==> src/rtl/pulse_sched_seq.sv <==
// -----------------------------------------------------------------------------
// pulse_sched_seq
// Timed pulse sequencer. Keeps the free-running system time (resynchronised on
// the T1hz second mark), buffers up to DEPTH timed commands and runs each one
// as max(N,1) periods of BLANK1 / TIZL (En_Iz) / BLANK2 / TPR (En_Pr).
//
// Optional feature macro: PULSE_SCHED_LATE_START_EN
//   defined     : a late head is popped and started immediately (CMD_LATE pulses)
//   not defined : a late head is popped and discarded (CMD_LATE pulses)
//
// Ports
//   CLK, RESET_N                 clock, async active-low reset
//   SYS_TIME, SYS_TIME_UPDATE    time value / arm load on next T1hz rise
//   T1hz                         asynchronous second mark
//   SYS_TIME_UPDATE_OK           1-cycle pulse on time load
//   TIME_NOW                     current system time
//   WR_DATA, MEM_*               command push and fields
//   ABORT                        stop current command, flush queue
//   CMD_READY / CMD_OVF / CMD_LATE   queue not full / push rejected / late head
//   DDS_freq, DDS_delta_freq, DDS_delta_rate, DDS_start   DDS controls
//   En_Iz, En_Pr                 emit / receive gates
//   BUSY, PULSE_IDX              sequencer active, current impulse index
// -----------------------------------------------------------------------------
module pulse_sched_seq #(
   parameter int TIME_W = 64,
   parameter int CNT_W  = 32,
   parameter int NP_W   = 16,
   parameter int FREQ_W = 48,
   parameter int RATE_W = 32,
   parameter int DEPTH  = 4
) (
   input  logic              CLK,
   input  logic              RESET_N,
   input  logic [TIME_W-1:0] SYS_TIME,
   input  logic              SYS_TIME_UPDATE,
   input  logic              T1hz,
   output logic              SYS_TIME_UPDATE_OK,
   output logic [TIME_W-1:0] TIME_NOW,
   input  logic              WR_DATA,
   input  logic [FREQ_W-1:0] MEM_DDS_freq,
   input  logic [FREQ_W-1:0] MEM_DDS_delta_freq,
   input  logic [RATE_W-1:0] MEM_DDS_delta_rate,
   input  logic [TIME_W-1:0] MEM_TIME_START,
   input  logic [NP_W-1:0]   MEM_N_impuls,
   input  logic [CNT_W-1:0]  MEM_Tblank1,
   input  logic [CNT_W-1:0]  MEM_Interval_Ti,
   input  logic [CNT_W-1:0]  MEM_Tblank2,
   input  logic [CNT_W-1:0]  MEM_Interval_Tp,
   input  logic              ABORT,
   output logic              CMD_READY,
   output logic              CMD_OVF,
   output logic              CMD_LATE,
   output logic [FREQ_W-1:0] DDS_freq,
   output logic [FREQ_W-1:0] DDS_delta_freq,
   output logic [RATE_W-1:0] DDS_delta_rate,
   output logic              DDS_start,
   output logic              En_Iz,
   output logic              En_Pr,
   output logic              BUSY,
   output logic [NP_W-1:0]   PULSE_IDX
);

   localparam int AW = $clog2(DEPTH);
   localparam logic [AW:0] QD = (AW+1)'(DEPTH);

   typedef enum logic [2:0] {S_IDLE, S_BLANK1, S_TIZL, S_BLANK2, S_TPR} state_t;

   // zero-length phases still take one cycle
   function automatic logic [CNT_W-1:0] atl1(input logic [CNT_W-1:0] k);
      return (k == '0) ? CNT_W'(1) : k;
   endfunction

   // ---------------- system time ----------------
   logic              r_t1_s1, r_t1_s2, r_t1_d;
   logic [TIME_W-1:0] r_time;
   logic              r_upd_ok;
   logic              w_t1_rise;

   assign w_t1_rise = r_t1_s2 & ~r_t1_d;

   always_ff @(posedge CLK or negedge RESET_N) begin
      if (!RESET_N) begin
         r_t1_s1  <= 1'b0;
         r_t1_s2  <= 1'b0;
         r_t1_d   <= 1'b0;
         r_time   <= '0;
         r_upd_ok <= 1'b0;
      end else begin
         r_t1_s1  <= T1hz;
         r_t1_s2  <= r_t1_s1;
         r_t1_d   <= r_t1_s2;
         r_upd_ok <= w_t1_rise & SYS_TIME_UPDATE;
         if (w_t1_rise && SYS_TIME_UPDATE) r_time <= SYS_TIME;
         else                              r_time <= r_time + TIME_W'(1);
      end
   end

   // ---------------- command queue ----------------
   logic [FREQ_W-1:0] r_q_freq  [DEPTH];
   logic [FREQ_W-1:0] r_q_dfreq [DEPTH];
   logic [RATE_W-1:0] r_q_rate  [DEPTH];
   logic [TIME_W-1:0] r_q_start [DEPTH];
   logic [NP_W-1:0]   r_q_n     [DEPTH];
   logic [CNT_W-1:0]  r_q_tb1   [DEPTH];
   logic [CNT_W-1:0]  r_q_ti    [DEPTH];
   logic [CNT_W-1:0]  r_q_tb2   [DEPTH];
   logic [CNT_W-1:0]  r_q_tp    [DEPTH];
   logic [AW-1:0]     r_wp, r_rp;
   logic [AW:0]       r_qcnt;
   logic              r_ready;

   logic              w_full, w_empty, w_push, w_ovf, w_pop;
   logic [AW:0]       w_qcnt_nxt;
   logic [TIME_W-1:0] w_diff;
   logic              w_match, w_late;

   assign w_full  = (r_qcnt == QD);
   assign w_empty = (r_qcnt == '0);
   // readiness is judged on the pre-pop fill level
   assign w_push  = WR_DATA & ~w_full & ~ABORT;
   assign w_ovf   = WR_DATA & w_full;

   // modular distance to the head start time; MSB set means already passed
   assign w_diff  = r_q_start[r_rp] - r_time;
   assign w_match = (w_diff == '0);
   assign w_late  = w_diff[TIME_W-1];

   always_comb begin
      w_qcnt_nxt = r_qcnt;
      if (ABORT)                  w_qcnt_nxt = '0;
      else if (w_push && !w_pop)  w_qcnt_nxt = r_qcnt + (AW+1)'(1);
      else if (!w_push && w_pop)  w_qcnt_nxt = r_qcnt - (AW+1)'(1);
   end

   always_ff @(posedge CLK) begin
      if (w_push) begin
         r_q_freq[r_wp]  <= MEM_DDS_freq;
         r_q_dfreq[r_wp] <= MEM_DDS_delta_freq;
         r_q_rate[r_wp]  <= MEM_DDS_delta_rate;
         r_q_start[r_wp] <= MEM_TIME_START;
         r_q_n[r_wp]     <= MEM_N_impuls;
         r_q_tb1[r_wp]   <= MEM_Tblank1;
         r_q_ti[r_wp]    <= MEM_Interval_Ti;
         r_q_tb2[r_wp]   <= MEM_Tblank2;
         r_q_tp[r_wp]    <= MEM_Interval_Tp;
      end
   end

   always_ff @(posedge CLK or negedge RESET_N) begin
      if (!RESET_N) begin
         r_wp    <= '0;
         r_rp    <= '0;
         r_qcnt  <= '0;
         r_ready <= 1'b1;
      end else begin
         r_qcnt  <= w_qcnt_nxt;
         r_ready <= (w_qcnt_nxt != QD);
         if (ABORT) begin
            r_wp <= '0;
            r_rp <= '0;
         end else begin
            if (w_push) r_wp <= r_wp + AW'(1);
            if (w_pop)  r_rp <= r_rp + AW'(1);
         end
      end
   end

   // ---------------- sequencer FSM ----------------
   state_t           r_state, w_state_nxt;
   logic [CNT_W-1:0] r_ph;
   logic [CNT_W-1:0] r_tb1, r_ti, r_tb2, r_tp;
   logic [NP_W-1:0]  r_n, r_idx;
   logic             w_start, w_late_evt, w_ph_load, w_idx_inc, w_last;
   logic [CNT_W-1:0] w_ph_val;
   logic [NP_W-1:0]  w_nmax;

   assign w_nmax = (r_n == '0) ? NP_W'(1) : r_n;
   assign w_last = !(({1'b0, r_idx} + (NP_W+1)'(1)) < {1'b0, w_nmax});

   always_comb begin
      w_state_nxt = r_state;
      w_pop       = 1'b0;
      w_start     = 1'b0;
      w_late_evt  = 1'b0;
      w_ph_load   = 1'b0;
      w_ph_val    = '0;
      w_idx_inc   = 1'b0;
      unique case (r_state)
         S_IDLE: begin
            if (!w_empty) begin
               if (w_match) begin
                  w_pop       = 1'b1;
                  w_start     = 1'b1;
                  w_state_nxt = S_BLANK1;
                  w_ph_load   = 1'b1;
                  w_ph_val    = atl1(r_q_tb1[r_rp]);
               end else if (w_late) begin
                  w_pop      = 1'b1;
                  w_late_evt = 1'b1;
`ifdef PULSE_SCHED_LATE_START_EN
                  w_start     = 1'b1;
                  w_state_nxt = S_BLANK1;
                  w_ph_load   = 1'b1;
                  w_ph_val    = atl1(r_q_tb1[r_rp]);
`else
                  w_state_nxt = S_IDLE;
`endif
               end
            end
         end
         S_BLANK1: if (r_ph == CNT_W'(1)) begin
            w_state_nxt = S_TIZL;
            w_ph_load   = 1'b1;
            w_ph_val    = atl1(r_ti);
         end
         S_TIZL: if (r_ph == CNT_W'(1)) begin
            w_state_nxt = S_BLANK2;
            w_ph_load   = 1'b1;
            w_ph_val    = atl1(r_tb2);
         end
         S_BLANK2: if (r_ph == CNT_W'(1)) begin
            w_state_nxt = S_TPR;
            w_ph_load   = 1'b1;
            w_ph_val    = atl1(r_tp);
         end
         S_TPR: if (r_ph == CNT_W'(1)) begin
            if (w_last) begin
               w_state_nxt = S_IDLE;
            end else begin
               w_idx_inc   = 1'b1;
               w_state_nxt = S_BLANK1;
               w_ph_load   = 1'b1;
               w_ph_val    = atl1(r_tb1);
            end
         end
         default: w_state_nxt = S_IDLE;
      endcase
      // abort overrides everything, including a pending pop/start
      if (ABORT) begin
         w_state_nxt = S_IDLE;
         w_pop       = 1'b0;
         w_start     = 1'b0;
         w_late_evt  = 1'b0;
         w_ph_load   = 1'b0;
         w_idx_inc   = 1'b0;
      end
   end

   always_ff @(posedge CLK or negedge RESET_N) begin
      if (!RESET_N) begin
         r_state        <= S_IDLE;
         r_ph           <= '0;
         r_tb1          <= '0;
         r_ti           <= '0;
         r_tb2          <= '0;
         r_tp           <= '0;
         r_n            <= '0;
         r_idx          <= '0;
         DDS_freq       <= '0;
         DDS_delta_freq <= '0;
         DDS_delta_rate <= '0;
         DDS_start      <= 1'b0;
         En_Iz          <= 1'b0;
         En_Pr          <= 1'b0;
         BUSY           <= 1'b0;
         CMD_OVF        <= 1'b0;
         CMD_LATE       <= 1'b0;
      end else begin
         r_state <= w_state_nxt;
         if (w_ph_load)                                  r_ph <= w_ph_val;
         else if (r_state != S_IDLE && r_ph != CNT_W'(1)) r_ph <= r_ph - CNT_W'(1);
         if (w_start) begin
            r_tb1          <= r_q_tb1[r_rp];
            r_ti           <= r_q_ti[r_rp];
            r_tb2          <= r_q_tb2[r_rp];
            r_tp           <= r_q_tp[r_rp];
            r_n            <= r_q_n[r_rp];
            r_idx          <= '0;
            DDS_freq       <= r_q_freq[r_rp];
            DDS_delta_freq <= r_q_dfreq[r_rp];
            DDS_delta_rate <= r_q_rate[r_rp];
         end else if (w_idx_inc) begin
            r_idx <= r_idx + NP_W'(1);
         end
         // gates follow the next state so they switch exactly on entry/exit
         DDS_start <= w_start;
         En_Iz     <= (w_state_nxt == S_TIZL);
         En_Pr     <= (w_state_nxt == S_TPR);
         BUSY      <= (w_state_nxt != S_IDLE);
         CMD_OVF   <= w_ovf;
         CMD_LATE  <= w_late_evt;
      end
   end

   assign TIME_NOW           = r_time;
   assign SYS_TIME_UPDATE_OK = r_upd_ok;
   assign CMD_READY          = r_ready;
   assign PULSE_IDX          = r_idx;

endmodule

==> config.mk <==
export PLATFORM = sky130hd
export DESIGN_NAME = pulse_sched_seq
export DESIGN_NICKNAME = d
export VERILOG_FILES = /design/src/rtl/pulse_sched_seq.sv
export SDC_FILE = /design/constraint.sdc
export NUM_CORES = 2
export LEC_CHECK = 0
export CORE_MARGIN = 5
export CORE_UTILIZATION = 58
export DETAILED_ROUTE_END_ITERATION = 8
export GPL_TIMING_DRIVEN = 0
export PLACE_DENSITY = 0.81
export SYNTH_ARGS = -nofsm -noshare
export SYNTH_HDL_FRONTEND = slang
export SYNTH_SLANG_ARGS = --single-unit
==> constraint.sdc <==
create_clock -name CLK -period 11.61 [get_ports CLK]
set_input_delay 2.322 -clock CLK [delete_from_list [all_inputs] [get_ports CLK]]
set_output_delay 2.322 -clock CLK [all_outputs]
set_load 0.03 [all_outputs]
==> results_dict.tcl <==
set metrics [dict create \
    grt_pass1_wl_um 292000 \
    clock_latency_ns 0.81 \
    cts_buffer_depth 3 \
    slew_headroom 0.0625 \
    cts_inserted_buffers 170 \
    cellPowerDensity_nw_per_um2 192 \
    dr.first_iter.drc_count 4497 \
    cts_tree "yes" \
    ys_async_sr_fraction 0.232 \
    synthesis.nets 4712 \
    postCtsSetupBuffers 0 \
    synth-main-ff-cell "edfxtp_1" \
    vias 43000 \
    cts.sinks 1749 \
    io_buffers 621 \
    yosysMostFrequentCell "edfxtp_1" \
    grt-ovfl-total 0 \
    fin_nets 5537 \
    cp-start-kind "flip-flop" \
    cts_hold_buf 0 \
    gp_congestion 0.923 \
    postSynthAreaPerCell_sq_um 17.2 \
    hp-class "reg2reg" \
    die_h_um 363 \
    grt_start_max_net_pins 98 \
    ys_seq_elements 1749 \
    drc_errors 0 \
    grtUsageTotal 0.301 \
    place_inst 6506 \
    fillers 7535 \
    syn_inst 4216 \
    core_area_sq_um 124000 \
    synth_area_sq_um 72300 \
    ys_types 90 \
    dp_hpwl_um 136000 \
    dpl_worst_slack_ns 0.956 \
    std_cell_rows 129 \
    hold_violations 0 \
    cts.repair.resized 0 \
    worstPathRequired_ns 12.28 \
    finalMaxSlewViolations 0 \
    final_cells 6862 \
    cts.reportedPaths.clkPinSlew_ns 0.06 \
    dieArea_sq_um 132000 \
    fin_skew_ns 0.0562 \
    antenna_found_initial 61 \
    synth_edf_count 1344 \
    dr.pass1.iters 8 \
    grt_pass1_vias 45100 \
    cts_max_level 4 \
    period_needed_ns 10.63 \
    yosysSeqAreaShare 0.698 \
    initial_core_util 0.584 \
    synth_common_cells "1344 x edfxtp_1, 404 x dfrtp_1, 336 x mux4_2, 241 x nand2_1, 223 x mux2_1" \
    die_w_um 363 \
    end_kind "flip-flop" \
    status "completed" \
    drv_cap 0 \
    ys_warn_count 0 \
    routed_wl_um 199000 \
    ant_nets 0 \
    final_util 0.703 \
    synth_top_area_share 0.558 \
    finalCritPeriodShare 0.915 \
    wl_per_cell_um 29.1 \
    yosysTopAreaCell "edfxtp_1" \
    worstMarginPinSlew_ns 1.41 \
    ir_drop_mv 0.171 \
    cp_data_arrival_time_ns 11.30 \
    synth.area.top_cells "edfxtp_1 56%, dfrtp_1 14%, mux4_2 10%" \
    fmax_ghz 0.0941 \
    critPathKind "reg2reg" \
    ios 622 \
    layout_setup_ws_ns 0.983 \
    cts_root_buf "clkbuf_16" \
    leakagePower_nw 31.1 \
    setup_viol_count_final 0 \
    via_per_inst 6.27 \
    rsz0062_at_grt "no" \
    cp_max_fo 10 \
    syn_to_final_growth_pct 20.3 \
    drive_gt1_frac 0.143 \
    finalSetupTns_ns 0 \
]
## power by group
part | switching [W] | internal (W)
combinational | 0.00243 | 0.00158
sequential | 0.000139 | 0.00710
clock | 0.00238 | 0.00305
## cell families after synthesis
group                    count (synthesis)  share of synthesized area
adder cells (fa/ha/maj)                 90                     0.0157
flip-flops                            1749                      0.698
AND/OR/NAND/NOR                        777                     0.0537
buffers and inverters                  312                     0.0183
AO/OA/AOI/OAI                          488                     0.0435
multiplexers                           644                      0.152
XOR/XNOR                               156                     0.0189
## flip-flops by register name (all words and copies together) (netlist names), 32 cells and up
name,count
DDS_delta_freq,48
DDS_delta_rate,32
DDS_freq,48
TIME_NOW,64
r_ph,32
r_q_dfreq,192
r_q_freq,192
r_q_n,64
r_q_rate,128
r_q_start,256
r_q_tb1,128
r_q_tb2,128
r_q_ti,128
r_q_tp,128
r_tb1,32
r_tb2,32
r_ti,32
r_tp,32
## area by class of cell
type / count / area, sq um / share of cell area
inverters: 125 / 469 / 0.00539
well taps: 1637 / 2050 / 0.0235
multi-input cells: 2155 / 20500 / 0.236
diodes: 38 / 95.1 / 0.00109
repair buffers: 653 / 7060 / 0.0812
clock inverters: 71 / 744 / 0.00855
clock buffers: 247 / 4750 / 0.0545
plain buffers: 187 / 857 / 0.00985
flip-flops and latches: 1749 / 50500 / 0.580
## final timing paths
path                                           from                        endpoint  slack [ns]  depth (start not counted)
worst max register to register  r_rp[0]$_DFFE_PN0P_  DDS_delta_freq[42]$_DFFE_PN0P_        0.98                         22
worst min-delay path              r_t1_s1$_DFF_PN0_               r_t1_s2$_DFF_PN0_        0.35                          0
worst min register to register    r_t1_s1$_DFF_PN0_               r_t1_s2$_DFF_PN0_        0.35                          0
worst max-delay path            r_rp[0]$_DFFE_PN0P_  DDS_delta_freq[42]$_DFFE_PN0P_        0.98                         22
min in group asynchronous                   RESET_N               r_t1_s2$_DFF_PN0_        1.44                          1
max in group asynchronous                   RESET_N  DDS_delta_freq[22]$_DFFE_PN0P_        9.08                          2
## cell usage in the layout (no fill, tap or decap), types with 14 or more instances in the layout
cell type / netlist / layout
a21o_1: 15 / 15
a21oi_1: 116 / 116
a221oi_1: 29 / 29
a222oi_1: 28 / 28
and3_1: 28 / 28
buf_1: 14 / 14
buf_16: 0 / 29
buf_2: 36 / 37
buf_4: 29 / 29
clkbuf_1: 107 / 167
clkbuf_16: 0 / 173
clkbuf_8: 0 / 14
clkdlybuf4s50_1: 0 / 620
clkinv_1: 0 / 22
clkinv_2: 0 / 21
dfrtp_1: 404 / 404
diode_2: 0 / 38
edfxtp_1: 1344 / 1344
ha_1: 89 / 89
inv_1: 125 / 125
mux2_1: 223 / 223
mux2_2: 39 / 39
mux2i_1: 46 / 46
mux4_2: 336 / 336
nand2_1: 241 / 241
nand2b_1: 23 / 23
nand3_1: 47 / 47
nand4_1: 58 / 58
nor2_1: 151 / 151
nor3_1: 56 / 56
nor4_1: 72 / 72
o21a_1: 21 / 21
o21ai_0: 139 / 139
o21ai_1: 21 / 21
or3_1: 21 / 21
xnor2_1: 109 / 109
xor2_1: 47 / 47
## per-stage QoR
step / hold WS, ns / instance area [sq um] / total power (W)
6_report: 0.348 / 87000 / 0.0167
4_1_cts: 0.352 / 86900 / 0.0167
2_1_floorplan: 0.331 / 72300 / 0.00997
3_5_place_dp: 0.339 / 81500 / 0.0113
5_1_grt: 0.352 / 87000 / 0.0173
3_3_place_gp: 0.335 / 80600 / 0.0114
## per-layer routing
layer | vias to the layer above | track usage | wire [um]
li1 | 18400 | - | -
met1 | 22000 | 0.370 | 70500
met2 | 2124 | 0.512 | 102000
met3 | 458 | 0.0845 | 18300
met4 | 38 | 0.116 | 7840
met5 | - | 0 | 245
## worst max-delay path, stage by stage, from the launching register on
cell and delay (ns):
dfrtp_1 0.32, clkbuf_1 0.30, clkbuf_1 0.84, clkbuf_1 0.94, buf_1 1.04, buf_1 0.74
mux4_2 0.63, ha_1 0.38, clkbuf_1 0.43, a21oi_1 0.18, o21a_1 0.24, a211o_1 0.26
a31oi_1 0.67, nand4_1 0.28, nand3_1 0.24, mux2i_1 0.32, o21ai_0 0.16, nor4_2 0.36
nand4_2 0.29, nor4_4 0.66, buf_4 0.45, buf_4 0.32, mux2_1 0.37
Power figures use the tool's default switching activity.
